--- src/rtl/irom_pkg.sv ---
// Shared definitions for the program-ROM arbiter: owner encoding and ROM geometry.
package irom_pkg;

  localparam int IROM_ADDR_W = 14;
  localparam logic [31:0] IROM_ERR_WORD = 32'h0000_0013;

  typedef enum logic [1:0] {
    OWN_NONE = 2'd0,
    OWN_IF   = 2'd1,
    OWN_DBG  = 2'd2
  } owner_t;

endpackage

--- src/rtl/irom_arbiter_if.sv ---
// Bus bundle between the fetch/debug requesters, the arbiter and the program ROM.
interface irom_arbiter_if #(
  parameter int ADDR_W = irom_pkg::IROM_ADDR_W
);
  logic              if_req;
  logic [31:0]       if_addr;
  logic              if_gnt;
  logic              if_rvalid;
  logic [31:0]       if_rdata;
  logic              if_err;

  logic              dbg_req;
  logic [31:0]       dbg_addr;
  logic              dbg_gnt;
  logic              dbg_rvalid;
  logic [31:0]       dbg_rdata;
  logic              dbg_err;

  logic [ADDR_W-1:0] rom_addr;
  logic [31:0]       rom_rdata;

  // The requesters and the ROM together form the master side; the arbiter is the slave.
  modport master (
    output if_req, if_addr, dbg_req, dbg_addr, rom_rdata,
    input  if_gnt, if_rvalid, if_rdata, if_err,
    input  dbg_gnt, dbg_rvalid, dbg_rdata, dbg_err, rom_addr
  );

  modport slave (
    input  if_req, if_addr, dbg_req, dbg_addr, rom_rdata,
    output if_gnt, if_rvalid, if_rdata, if_err,
    output dbg_gnt, dbg_rvalid, dbg_rdata, dbg_err, rom_addr
  );
endinterface

--- src/rtl/irom_req_check.sv ---
// Flags a byte address that is misaligned or lies beyond the end of the program ROM.
module irom_req_check #(
  parameter int ADDR_W = irom_pkg::IROM_ADDR_W
) (
  input  logic [31:0] addr,
  output logic        err
);
  // Every bit outside the word-index field [ADDR_W+1:2] must be zero.
  localparam logic [31:0] BAD_MASK = ~(((32'd1 << ADDR_W) - 32'd1) << 2);

  assign err = |(addr & BAD_MASK);
endmodule

--- src/rtl/irom_arbiter.sv ---
// Two-port program-ROM arbiter: fetch has priority, debug is forced through after STARVE_MAX losses.
module irom_arbiter
  import irom_pkg::*;
#(
  parameter int          ADDR_W     = IROM_ADDR_W,
  parameter int          STARVE_MAX = 4,
  parameter logic [31:0] ERR_WORD   = IROM_ERR_WORD
) (
  input logic           clk,
  input logic           rst,
  irom_arbiter_if.slave bus
);
  logic [3:0]  starve_cnt;
  logic        starved;
  owner_t      owner;
  logic [31:0] rdata_q;
  logic        err_q;
  logic        if_bad;
  logic        dbg_bad;
  logic        sel_bad;

  irom_req_check #(.ADDR_W(ADDR_W)) u_if_check  (.addr(bus.if_addr),  .err(if_bad));
  irom_req_check #(.ADDR_W(ADDR_W)) u_dbg_check (.addr(bus.dbg_addr), .err(dbg_bad));

  assign starved     = (starve_cnt == 4'(STARVE_MAX));
  assign bus.if_gnt  = !rst && bus.if_req && !(bus.dbg_req && starved);
  assign bus.dbg_gnt = !rst && bus.dbg_req && (!bus.if_req || starved);

  always_comb begin
    bus.rom_addr = '0;
    sel_bad      = 1'b0;
    if (bus.if_gnt) begin
      bus.rom_addr = bus.if_addr[ADDR_W+1:2];
      sel_bad      = if_bad;
    end else if (bus.dbg_gnt) begin
      bus.rom_addr = bus.dbg_addr[ADDR_W+1:2];
      sel_bad      = dbg_bad;
    end
  end

  // The counter only tracks fetch wins while debug is actually waiting, so it saturates at STARVE_MAX.
  always_ff @(posedge clk or posedge rst) begin
    if (rst) begin
      starve_cnt <= '0;
      owner      <= OWN_NONE;
      rdata_q    <= '0;
      err_q      <= 1'b0;
    end else begin
      if (!bus.dbg_req || bus.dbg_gnt)
        starve_cnt <= '0;
      else if (bus.if_gnt && !starved)
        starve_cnt <= starve_cnt + 4'd1;

      if (bus.if_gnt)
        owner <= OWN_IF;
      else if (bus.dbg_gnt)
        owner <= OWN_DBG;
      else
        owner <= OWN_NONE;

      if (bus.if_gnt || bus.dbg_gnt) begin
        err_q   <= sel_bad;
        rdata_q <= sel_bad ? ERR_WORD : bus.rom_rdata;
      end
    end
  end

  assign bus.if_rvalid  = (owner == OWN_IF);
  assign bus.if_rdata   = bus.if_rvalid ? rdata_q : '0;
  assign bus.if_err     = bus.if_rvalid && err_q;
  assign bus.dbg_rvalid = (owner == OWN_DBG);
  assign bus.dbg_rdata  = bus.dbg_rvalid ? rdata_q : '0;
  assign bus.dbg_err    = bus.dbg_rvalid && err_q;
endmodule

--- src/flat_wrapper.sv ---
// flat-port wrapper written by rule: the top's interface ports become plain ports
module irom_arbiter_flat import irom_pkg::*;
#(
  parameter int          ADDR_W     = IROM_ADDR_W,
  parameter int          STARVE_MAX = 4,
  parameter logic [31:0] ERR_WORD   = IROM_ERR_WORD
)
  (clk, rst, bus_if_req, bus_if_addr, bus_dbg_req, bus_dbg_addr, bus_rom_rdata, bus_if_gnt, bus_if_rvalid, bus_if_rdata, bus_if_err, bus_dbg_gnt, bus_dbg_rvalid, bus_dbg_rdata, bus_dbg_err, bus_rom_addr);
  irom_arbiter_if #(.ADDR_W(ADDR_W)) bus_i ();
  input logic clk;
  input logic rst;
  input wire logic [$bits(bus_i.if_req)-1:0] bus_if_req;
  input wire logic [$bits(bus_i.if_addr)-1:0] bus_if_addr;
  input wire logic [$bits(bus_i.dbg_req)-1:0] bus_dbg_req;
  input wire logic [$bits(bus_i.dbg_addr)-1:0] bus_dbg_addr;
  input wire logic [$bits(bus_i.rom_rdata)-1:0] bus_rom_rdata;
  output wire logic [$bits(bus_i.if_gnt)-1:0] bus_if_gnt;
  output wire logic [$bits(bus_i.if_rvalid)-1:0] bus_if_rvalid;
  output wire logic [$bits(bus_i.if_rdata)-1:0] bus_if_rdata;
  output wire logic [$bits(bus_i.if_err)-1:0] bus_if_err;
  output wire logic [$bits(bus_i.dbg_gnt)-1:0] bus_dbg_gnt;
  output wire logic [$bits(bus_i.dbg_rvalid)-1:0] bus_dbg_rvalid;
  output wire logic [$bits(bus_i.dbg_rdata)-1:0] bus_dbg_rdata;
  output wire logic [$bits(bus_i.dbg_err)-1:0] bus_dbg_err;
  output wire logic [$bits(bus_i.rom_addr)-1:0] bus_rom_addr;
  assign bus_i.if_req = bus_if_req;
  assign bus_i.if_addr = bus_if_addr;
  assign bus_i.dbg_req = bus_dbg_req;
  assign bus_i.dbg_addr = bus_dbg_addr;
  assign bus_i.rom_rdata = bus_rom_rdata;
  assign bus_if_gnt = bus_i.if_gnt;
  assign bus_if_rvalid = bus_i.if_rvalid;
  assign bus_if_rdata = bus_i.if_rdata;
  assign bus_if_err = bus_i.if_err;
  assign bus_dbg_gnt = bus_i.dbg_gnt;
  assign bus_dbg_rvalid = bus_i.dbg_rvalid;
  assign bus_dbg_rdata = bus_i.dbg_rdata;
  assign bus_dbg_err = bus_i.dbg_err;
  assign bus_rom_addr = bus_i.rom_addr;
  irom_arbiter #(.ADDR_W(ADDR_W), .STARVE_MAX(STARVE_MAX), .ERR_WORD(ERR_WORD)) u_core (.clk(clk), .rst(rst), .bus(bus_i));
endmodule
--- config.mk ---
export PLATFORM = sky130hd
export DESIGN_NAME = irom_arbiter_flat
export DESIGN_NICKNAME = d
export VERILOG_FILES = /design/src/rtl/irom_pkg.sv /design/src/rtl/irom_arbiter_if.sv /design/src/rtl/irom_req_check.sv /design/src/rtl/irom_arbiter.sv /design/src/flat_wrapper.sv
export SDC_FILE = /design/constraint.sdc
export NUM_CORES = 1
export LEC_CHECK = 0
export CAP_MARGIN = 20
export CORE_MARGIN = 3
export CORE_UTILIZATION = 30
export CTS_CLUSTER_DIAMETER = 120
export DETAILED_ROUTE_END_ITERATION = 12
export DONT_BUFFER_PORTS = 1
export PLACE_DENSITY = 0.41
export SYNTH_ARGS = -nofsm -noshare
export SYNTH_HDL_FRONTEND = slang
export SYNTH_SLANG_ARGS = --single-unit
--- constraint.sdc ---
create_clock -name clk -period 4.55 [get_ports clk]
set_input_delay 1.1375 -clock clk [delete_from_list [all_inputs] [get_ports clk]]
set_output_delay 1.1375 -clock clk [all_outputs]
set_load 0.005 [all_outputs]
# ---- Word-level counts from Yosys, hierarchy flattened
# Cells that the tools add are included.
dict set report word_totals {
  reg_bits 39
  input_bits 100
  out_inout_bits 84
  elab_cells 38
}
dict set report classes {
  add_sub_neg 1
  eq_ne 3
  n_mux 11
  n_reduce_logical 19
}
# operator count
set ops {}
lappend ops {{32-bit two-way mux} 3}
lappend ops {{18-bit OR reduction} 2}
lappend ops {{14-bit two-way mux} 2}
lappend ops {{1-bit logical AND} 8}
lappend ops {{4-bit two-way mux} 2}
lappend ops {{1-bit logical NOT} 5}
lappend ops {{4-bit by 1-bit adder with 4-bit output, second input constant} 1}
lappend ops {{4-bit by 3-bit equality test with 1-bit output, second input constant} 1}
lappend ops {{2-bit two-way mux} 2}
lappend ops {{1-bit logical OR} 3}
lappend ops {{2-bit by 1-bit equality test with 1-bit output, second input constant} 1}
lappend ops {{2-bit equality test, second input constant} 1}
lappend ops {{1-bit two-way mux} 2}
lappend ops {{2-bit nonzero test} 1}

# ---- Longest topological paths before layout
# Gate-level depths: netlist of the first run.
dict set report depth {
  ltp_word 7
  depth_mapped 9
  depth_no_buf 6
}

# ---- Modules after synthesis
# From an unflattened synthesis of the first run, not the netlist that was laid out.
dict set report unflattened {
  hier_cells 255
  area_unflattened_um2 2473.6
}
# mod instances cells_per_inst area_each_um2 seq_area_each_um2
set by_module_without_submodules {}
lappend by_module_without_submodules {irom_arbiter 1 243 2396.0 975.9}
lappend by_module_without_submodules {irom_req_check 2 6 38.8 0.0}

# ---- Worst setup path before layout of the first run
# Ideal clock, no wire load.
dict set report synth_path {
  path_kind {in2out}
  startpoint {input port rst}
  endpoint {output port bus_rom_addr[10]}
  arrival_ns 3.108
  required_time_ns 3.413
  slack_ns 0.304
  stages 6
  path_buffers 3
  cell_sequence {buf_2 > inv_1 > o211a_1 > buf_2 > buf_1 > a22o_1}
}
dict set report synth_between {
  elab_cells_between_ends 7
  cone_classes {mux: 2; reduce/logical: 5}
}
# element line_no
set synth_rtl {}
lappend synth_rtl {{start: declaration} flat_wrapper.sv:11} ;# input logic rst;
lappend synth_rtl {{1-bit logical NOT} irom_arbiter.sv:26} ;# assign bus.if_gnt = !rst && bus.if_req && !(bus.dbg_req && starved);
lappend synth_rtl {{1-bit logical AND (2 in a row)} irom_arbiter.sv:26}
lappend synth_rtl {{net bus_if_gnt} flat_wrapper.sv:17} ;# output wire logic [$bits(bus_i.if_gnt)-1:0] bus_if_gnt;
lappend synth_rtl {{14-bit two-way mux} irom_arbiter.sv:32} ;# if (bus.if_gnt) begin
lappend synth_rtl {{end: declaration} flat_wrapper.sv:25} ;# output wire logic [$bits(bus_i.rom_addr)-1:0] bus_rom_addr;
# The timed path passes the listed nets, and every way through them passes these cells.

# ---- Final worst setup path of the first run
dict set report layout_path {
  startpoint {input port bus_dbg_req}
  endpoint {output port bus_rom_addr[5]}
}
dict set report layout_between {
  elab_chain_len 4
  elab_cells_between_ends 7
  cone_classes {mux: 2; reduce/logical: 5}
}
# element line_no
set layout_lines {}
lappend layout_lines {{start: declaration} flat_wrapper.sv:14} ;# input wire logic [$bits(bus_i.dbg_req)-1:0] bus_dbg_req;
lappend layout_lines {{1-bit logical AND (2 in a row)} irom_arbiter.sv:27} ;# assign bus.dbg_gnt = !rst && bus.dbg_req && (!bus.if_req || starved);
lappend layout_lines {{net bus_dbg_gnt} flat_wrapper.sv:21} ;# output wire logic [$bits(bus_i.dbg_gnt)-1:0] bus_dbg_gnt;
lappend layout_lines {{14-bit two-way mux} irom_arbiter.sv:35} ;# end else if (bus.dbg_gnt) begin
lappend layout_lines {{14-bit two-way mux} irom_arbiter.sv:32}
# The timed path passes the listed nets, and every way through them passes these cells.

==> results of run 1 <==
## through the flow
stage,power (W),instances,hold WS [ps],utilization [%]
after floorplan,0.000527,290,454,-
after global placement,0.000555,375,468,31.5
after detailed placement,0.000558,375,480,31.5
after CTS,0.000822,383,499,32.8
after global routing,0.000859,386,530,33.3
final,0.000803,386,486,33.3
## power groups by stage
stage | Combinational [W] | Clock [W] | Sequential (W)
2_1_floorplan | 0.000122 | 0 | 0.000405
3_3_place_gp | 0.000141 | 0 | 0.000414
3_5_place_dp | 0.000142 | 0 | 0.000416
4_1_cts | 0.000142 | 0.000271 | 0.000409
5_1_grt | 0.000161 | 0.000283 | 0.000415
6_report | 0.000141 | 0.000255 | 0.000407
## sequential cells by signal, summed over array words and instances, names as in the netlist
register           flops
u_core.rdata_q        32
u_core.starve_cnt      4
u_core.owner           2
u_core.err_q           1
## Yosys cell counts (4+ instances only)
library cell  instances
buf_2                 4
nand2_1              66
a22o_1               14
clkbuf_1             14
nor2_1               11
inv_1                 5
o31ai_1              21
and2_1               67
dfrtp_1              39
o31ai_4              10
nor4_1                6
## cell type report
type                    count  area share (%)
multi-input cells         223            53.0
flip-flops and latches     39            35.5
well taps                 105            4.78
clock buffers               8            3.64
repair buffers              6            2.32
inverters                   5           0.683
## layer usage
| metal | GRT usage [%] | vias to the layer above |
|---|---|---|
| met4 | 4.31 | 0 |
| met2 | 26.4 | 129 |
| met3 | 3.04 | 8 |
| li1 | - | 973 |
| met5 | 0 | - |
| met1 | 18.2 | 948 |
## cells by family (layout without fill, tap and decap cells)
family | Yosys count | in the layout | synth area share, %
AOI/OAI and AO/OA | 60 | 60 | 23.3
buffers and inverters | 28 | 19 | 5.80
adders and majority gates | 2 | 2 | 0.975
DFF | 39 | 39 | 38.0
and+or+nand+nor | 161 | 161 | 31.9
## worst register-to-register path, stage by stage, from the launching register on
cell      delay (ps)
dfrtp_1          410
inv_1             80
ha_1             150
nand3b_1         180
a211oi_2         900
o31a_2           980
o31ai_1          200
## worst paths after layout
kind,startpoint,endpoint,slack (ps),cells past startpoint
min reg2reg,u_core.rdata_q[25]$_DFFE_PP0P_,u_core.rdata_q[25]$_DFFE_PP0P_,490,2
min in group asynchronous,rst,u_core.owner[1]$_DFF_PP0_,880,2
max,bus_dbg_req,bus_rom_addr[5],1080,3
max reg2reg,u_core.starve_cnt[0]$_DFFE_PP0P_,u_core.rdata_q[6]$_DFFE_PP0P_,1480,6
min,u_core.rdata_q[25]$_DFFE_PP0P_,u_core.rdata_q[25]$_DFFE_PP0P_,490,2
max in group asynchronous,rst,u_core.rdata_q[3]$_DFFE_PP0P_,3270,2
==> metrics.txt, run 1 <==
row count 33; startpoint types input pin; Post-Route WL between 7000 and 8000 µm; Layout Nets 382; crit path capture type output port; pin count of the biggest net entering global routing 44; initial DRC count 66; # H-tree levels 2; initial antenna violation count 0; Multi-input gate area approximately 1500 µm²; cts-stage hold buffer count 0; Synth top area share 38.0%; total leakage power 1.13 nW; Final ANT Viol Nets 0; Cells after Synth 290; die area between 9000 and 10000 µm²; Post-synth EDFFs 0; Net Count, Synth 392; Worst-Skew Late Latency between 200 and 300 ps; CP max stage cell a211oi_2; met2 wire len 3790 µm; Fillers around 900; dominant cells by area after synthesis dfrtp_1 (38%), and2_1 (16%), nand2_1 (9.6%); global route overflow 0; clk root buf clkbuf_8; first-pass GRT wire length about 11000 µm; outcome complete, no violations; HPWL after detailed placement between 5000 and 6000 µm; P&R area growth vs syn 6.97%; Synth area leader dfrtp_1; Final period util between 70% and 80%; worst slew margin relative to its limit 32.4%; synthesized area between 2000 and 3000 µm²; Via density 5.33; Slowest Stage Delay on Critical Path around 800 ps; Synth warnings 0; sequential power share just over 50%; Longest Clk Path Bufs 2; Initial Util a little under a third; WP data required 3410 ps; PwrDens ~300 nW/µm²; diode count 0; worst slack, placed between 1000 and 1500 ps; met1 wire length ~3000 µm; most frequent cells in the layout and2_1 (67), nand2_1 (66), dfrtp_1 (39); RSZ-0062 raised after global routing no; cts repair resizes 0; CTS Sinks 39; worst hold path type reg -> reg; family with the most delay on the worst path compound AO/OA/AOI/OAI gates; Pint 0.000578 W; die height ~99 µm; register area 976 µm²; post-CTS setup buffers 0; PortBufs 0; Routed WL per cell 19.5 µm; syn_area_per_cell between 8 and 9 µm²; final hold vios 0; Tmin final 3470 ps; Max Slew Vio Count 0; Sw Pwr about 0.00023 W; Clock Skews ~3.6 ps; commonest non-fill, non-tap cell in the layout and2_1; via count approximately 2100; fmax roughly 290 MHz; Core ar. ~8300 µm²; final setup fails 0; max cap viols 0; clock network power share about a third; TritonCTS clock tree yes; Detailed Routing Iterations Pass 1 4; All-Layer GR Usage 14.9%; sequential fraction of the synthesis area roughly two fifths; Max FO, Critical Path 17; Switching Share ~28%; number of global-route vias before repair approximately 2100; DRC 0; met3 wire length 611 µm; Yosys cell types 32; worst slew pin tran between 1000 and 1500 ps; most frequently used flop master after synthesis dfrtp_1; Highest Signal Layer met4; Worst Path Arrival around 2300 ps; die extent in x approximately 99 µm; fin worst setup slack 1080 ps; Final Instance Area approximately 2700 µm²; GP Congestion 0.812; critical path type in -> out; crit-path cells inv_1, a211oi_2, a22o_1; post-synthesis async set-or-reset flop share 100%; CTS clk-pin slew, worst paths approximately 70 ps; sum of buffers and inverters on the critical path 1; VDD IR-drop max approximately 120 µV; Comb power frac ~18%; Final TNS setup 0 ps; IO Count 184; Num CTS Buffers 5; placed inst area 2610 µm²; share of post-route cells with drive strength above 1 between 10% and 20%; Synth Register Bits 39
Note: power is estimated with default switching activity, not from simulation.
==> inputs of run 2 (changes only) <==
==> constraint.sdc (replaced) <==
create_clock -name clk -period 3.2 [get_ports clk]
set_input_delay 0.8 -clock clk [delete_from_list [all_inputs] [get_ports clk]]
set_output_delay 0.8 -clock clk [all_outputs]
set_load 0.005 [all_outputs]
==> run 2 against run 1 <==
Against the previous run:
- critical path depth increased by 2
- die area is the same
- clock skew rose by 2.4 ps
- first-iteration DRC count is 1.5% higher
- highest routed layer unchanged
- critical path type is now reg -> out
- largest cell class unchanged
==> metrics.txt, run 2 (same netlist as run 1, synthesis figures left out) <==
outcome complete, no violations; most frequent cells in the layout and2_1 (67), nand2_1 (66), dfrtp_1 (39); critical path type reg -> out; share of post-route cells with drive strength above 1 10.7% (-0.32 points); first-pass GRT wire length 10800 µm (-4.9%); Longest Clk Path Bufs 2 (unchanged); PortBufs 0 (unchanged); register with the most flip-flops u_core.rdata_q; via count 2062 (+0.19%); Initial Util 31.1% (unchanged); final hold vios 0 (unchanged); PwrDens 400 nW/µm² (+37%); Final period util ~86%; worst slew margin relative to its limit 34.8% (+2.4 points); number of global-route vias before repair 1958 (-4.8%); DRC 0 (unchanged); Slowest Stage Delay on Critical Path 510 ps (-290 ps); Max Slew Vio Count 0 (unchanged); Post-Route WL 7340 µm (-2.2%); fin worst setup slack 441 ps (-635 ps); startpoint types flip-flop; diode count 0 (unchanged); commonest non-fill, non-tap cell in the layout and2_1; crit path capture type output port; VDD IR-drop max 181 µV (+51%); die height 98.5 µm (unchanged); HPWL after detailed placement 5640 µm (+2.3%); Worst Path Arrival 1960 ps (-380 ps); worst slew pin tran 978 ps (-35.4 ps); Tmin final 2760 ps; initial DRC count 67 (+1.5%); final setup fails 0 (unchanged); Num CTS Buffers 5 (unchanged); Core ar. 8260 µm² (unchanged); Final ANT Viol Nets 0 (unchanged); Detailed Routing Iterations Pass 1 4 (unchanged); GP Congestion 0.769 (-5.3%); fmax approximately 360 MHz; global route overflow 0 (unchanged); worst slack, placed 446 ps (-615 ps); family with the most delay on the worst path compound AO/OA/AOI/OAI gates; Via density 5.36 (+0.45%); biggest regs u_core.rdata_q (32), u_core.starve_cnt (4), u_core.owner (2); max reg flops 32 (unchanged); worst hold path type reg -> reg; Max FO, Critical Path 18 (+1); cts-stage hold buffer count 0 (unchanged); Worst-Skew Late Latency 280 ps (about the same); WP data required 2400 ps (-1010 ps); CP max stage cell o211a_1; initial antenna violation count 0 (unchanged); Routed WL per cell 19.1 µm (-2.0%); clk root buf clkbuf_8; P&R area growth vs syn 5.60%; total leakage power 1.12 nW (-1.6%); die area 9700 µm² (unchanged); pin count of the biggest net entering global routing 44 (unchanged); All-Layer GR Usage 14.4% (-0.46 points); IO Count 184 (unchanged); sum of buffers and inverters on the critical path 1 (unchanged); Fillers 895 (-1.2%); CTS Sinks 39 (unchanged); Layout Nets 383 (+0.26%); max cap viols 0 (unchanged); CTS clk-pin slew, worst paths 70 ps (about the same); cts repair resizes 0 (unchanged); # H-tree levels 2 (unchanged); row count 33 (unchanged); Clock Skews 6.06 ps (+2.44 ps); post-CTS setup buffers 0 (unchanged); crit-path cells inv_1, ha_1, nand3b_1, o211a_1, a22o_1; die extent in x 98.5 µm (unchanged); RSZ-0062 raised after global routing no; TritonCTS clock tree yes; Final TNS setup 0 ps (unchanged)
==> run 2: per-stage QoR <==
| stage | hold WS, ps | total power (W) | instances | cell area [µm²] | util (%) |
|---|---|---|---|---|---|
| floorplan | 454 | 0.000751 | 290 | 2570 | - |
| global placement | 471 | 0.000793 | 379 | 2640 | 32.0 |
| detailed placement | 481 | 0.000798 | 379 | 2640 | 32.0 |
| CTS | 498 | 0.00111 | 385 | 2710 | 32.8 |
| global route | 523 | 0.00116 | 385 | 2710 | 32.8 |
| finish | 487 | 0.00108 | 385 | 2710 | 32.8 |
==> run 2: worst reg2reg max path: stages (launching register included) <==
cell and delay [ps]:
dfrtp_1 390, inv_1 70, ha_1 200, nand3b_1 210, o211a_1 510, o31a_2 900, o31ai_1 180
==> run 2: per-layer routing <==
metal | vias up | GRT usage [%] | part of all wire (%)
met3 | 2 | 3.04 | 7.7
li1 | 971 | - | -
met2 | 125 | 26.7 | 54
met4 | 0 | 3.47 | 0.57
met5 | - | 0 | 0
met1 | 964 | 17.0 | 38
==> run 2: path summary, 6_finish.rpt <==
path,end,from,slack [ps],depth (start not counted)
max in group asynchronous,u_core.rdata_q[15]$_DFFE_PP0P_,rst,2260,2
worst max-delay path,bus_rom_addr[2],u_core.starve_cnt[0]$_DFFE_PP0P_,440,5
worst min-delay path,u_core.rdata_q[25]$_DFFE_PP0P_,u_core.rdata_q[25]$_DFFE_PP0P_,490,2
min in group asynchronous,u_core.owner[1]$_DFF_PP0_,rst,550,2
worst max register to register,u_core.rdata_q[29]$_DFFE_PP0P_,u_core.starve_cnt[0]$_DFFE_PP0P_,580,6
worst min register to register,u_core.rdata_q[25]$_DFFE_PP0P_,u_core.rdata_q[25]$_DFFE_PP0P_,490,2
==> run 2: final cells by class <==
cell class	count	area (µm²)	share of cell area, %
clock buffers	6	72.6	2.68
inverters	5	22.5	0.831
multi-input cells	223	1460	53.7
flip-flops and latches	39	976	36.0
well taps	105	131	4.85
repair buffers	7	52.6	1.94
==> run 2: where the power goes <==
group | internal, W | switching, W | total (W)
Combinational | 0.0000781 | 0.000120 | 0.000199
Sequential | 0.000545 | 0.0000347 | 0.000579
Clock | 0.000145 | 0.000161 | 0.000306
==> inputs of run 3 (changes only) <==
--- a/config.mk
+++ b/config.mk
@@ -12,6 +12,8 @@
 export DETAILED_ROUTE_END_ITERATION = 12
 export DONT_BUFFER_PORTS = 1
 export PLACE_DENSITY = 0.41
+export RECOVER_POWER = 25
+export SKIP_CTS_REPAIR_TIMING = 1
 export SYNTH_ARGS = -nofsm -noshare
 export SYNTH_HDL_FRONTEND = slang
 export SYNTH_SLANG_ARGS = --single-unit
==> run 3 against run 2 <==
Against the previous run:
- combinational power about the same
- maximum frequency is 0.20% lower
- setup slack worse by 5.5 ps
- global-route usage unchanged
- clock skew hardly changed
- clock-buffer cell count is the same
- sequential share of layout area grew 0.067 points
- critical path type unchanged
- largest cell class unchanged
==> metrics.txt, run 3 (same netlist as run 1, synthesis figures left out) <==
initial DRC count 67 (unchanged); first-pass GRT wire length 10800 µm (unchanged); TritonCTS clock tree yes; final setup fails 0 (unchanged); CTS Sinks 39 (unchanged); worst slew margin relative to its limit 28.4% (-6.3 points); met1 track demand over resource 17.0% (unchanged); Worst-Skew Late Latency 280 ps (about the same); pin count of the biggest net entering global routing 44 (unchanged); WP data required 2400 ps (about the same); global route overflow 0 (unchanged); Most Crowded Layer GR met2; row count 33 (unchanged); die height 98.5 µm (unchanged); Routed WL per cell 19.1 µm (about the same); Tmin final 2760 ps (+5.46 ps); total leakage power 1.11 nW (about the same); Comb power frac 18.3% (about the same); max cap viols 0 (unchanged); Slowest Stage Delay on Critical Path 510 ps (about the same); commonest non-fill, non-tap cell in the layout and2_1; Layout Nets 383 (unchanged); met3 Use GR 3.04% (unchanged); fmax 362 MHz (-0.20%); Final TNS setup 0 ps (unchanged); clk root buf clkbuf_8; CTS clk-pin slew, worst paths 70 ps (about the same); Detailed Routing Iterations Pass 1 4 (unchanged); Switching Share 29.1% (about the same); Reg2Reg Launch Point u_core.starve_cnt[0]$_DFFE_PP0P_; Clock Skews 6.00 ps (-0.0613 ps); via count 2052 (-0.48%); VDD IR-drop max 180 µV (-0.36%); max reg flops 32 (unchanged); family with the most delay on the worst path compound AO/OA/AOI/OAI gates; GP Congestion 0.769 (unchanged); critical path type reg -> out; worst hold path type reg -> reg; Worst Path Arrival 1960 ps (about the same); final hold vios 0 (unchanged); crit-path cells inv_1, ha_1, nand3b_1, o211a_1, a22o_1; Core ar. 8260 µm² (unchanged); DRC 0 (unchanged); Worst path depth 5 (unchanged); startpoint types flip-flop; Sw Pwr 0.000316 W (about the same); Initial Util 31.1% (unchanged); Final ANT Viol Nets 0 (unchanged); worst hold path startpoint u_core.rdata_q[25]$_DFFE_PP0P_; HPWL after detailed placement 5640 µm (unchanged); most frequent cells in the layout and2_1 (67), nand2_1 (66), dfrtp_1 (39); die area 9700 µm² (unchanged); Pint 0.000768 W (about the same); PortBufs 0 (unchanged); WHS 487 ps (unchanged); sum of buffers and inverters on the critical path 1 (unchanged); initial antenna violation count 0 (unchanged); met2 Usage GRT 26.7% (unchanged); CP startpoint u_core.starve_cnt[0]$_DFFE_PP0P_; PwrDens 400 nW/µm² (+0.11%); Worst Hold Path Cells 2 (unchanged); Via density 5.33 (-0.48%); Final period util 86.4% (+0.17 points); crit path capture type output port; outcome complete, no violations; Num CTS Buffers 5 (unchanged); # placed instances 379 (unchanged); biggest regs u_core.rdata_q (32), u_core.starve_cnt (4), u_core.owner (2); die extent in x 98.5 µm (unchanged); IO Count 184 (unchanged); register with the most flip-flops u_core.rdata_q; Max Slew Vio Count 0 (unchanged); All-Layer GR Usage 14.4% (unchanged); CP max stage cell o211a_1; clock network power share 28.2% (about the same); Longest Clk Path Bufs 2 (unchanged); number of global-route vias before repair 1958 (unchanged); R2R depth 6 (unchanged); Post-Layout Cell Count 385 (unchanged); worst slew pin tran 1070 ps (+95.2 ps); share of post-route cells with drive strength above 1 10.7% (unchanged); Post-Route WL 7350 µm (about the same); Max FO, Critical Path 18 (unchanged); sequential power share 53.5% (about the same); RSZ-0062 raised after global routing no; # H-tree levels 2 (unchanged); P&R area growth vs syn 5.41%; diode count 0 (unchanged)
-- run 3: path summary, 6_finish.rpt --
kind | slack (ps) | end
min in group asynchronous | 780 | u_core.owner[1]$_DFF_PP0_
worst min register to register | 490 | u_core.rdata_q[25]$_DFFE_PP0P_
worst max-delay path | 440 | bus_rom_addr[13]
worst min-delay path | 490 | u_core.rdata_q[25]$_DFFE_PP0P_
max in group asynchronous | 1760 | u_core.rdata_q[15]$_DFFE_PP0P_
worst max register to register | 580 | u_core.rdata_q[29]$_DFFE_PP0P_
-- run 3: final cells by class --
cell class | count | area, µm²
well taps | 105 | 131
flip-flops and latches | 39 | 976
fillers | 896 | 5550
multi-input cells | 223 | 1460
inverters | 5 | 20.0
clock buffers | 6 | 72.6
repair buffers | 7 | 50.0
-- run 3: power groups by stage --
stage          combinational [W]  clock, W  sequential (W)
6_report                0.000198  0.000306        0.000579
3_5_place_dp            0.000207         0        0.000592
3_3_place_gp            0.000204         0        0.000588
2_1_floorplan           0.000175         0        0.000576
4_1_cts                 0.000206  0.000320        0.000582
5_1_grt                 0.000224  0.000350        0.000590
-- run 3: layer usage --
metal  wire, µm  vias up
met5          0        -
met4         42        0
met3        556        2
met2       3960      122
met1       2790      958
li1           -      970
-- run 3: worst reg2reg max path: stages, from the launching register on --
cell	delay, ps
dfrtp_1	390
inv_1	70
ha_1	200
nand3b_1	210
o211a_1	510
o31a_2	900
o31ai_1	190
-- run 3: through the flow --
step / util, % / area [µm²] / setup WS [ps] / power (W)
2_1_floorplan: - / 2570 / 26.3 / 0.000751
3_3_place_gp: 32.0 / 2640 / 471 / 0.000793
3_5_place_dp: 32.0 / 2640 / 446 / 0.000798
4_1_cts: 32.8 / 2710 / 392 / 0.00111
5_1_grt: 32.8 / 2710 / 269 / 0.00116
6_report: 32.8 / 2710 / 435 / 0.00108
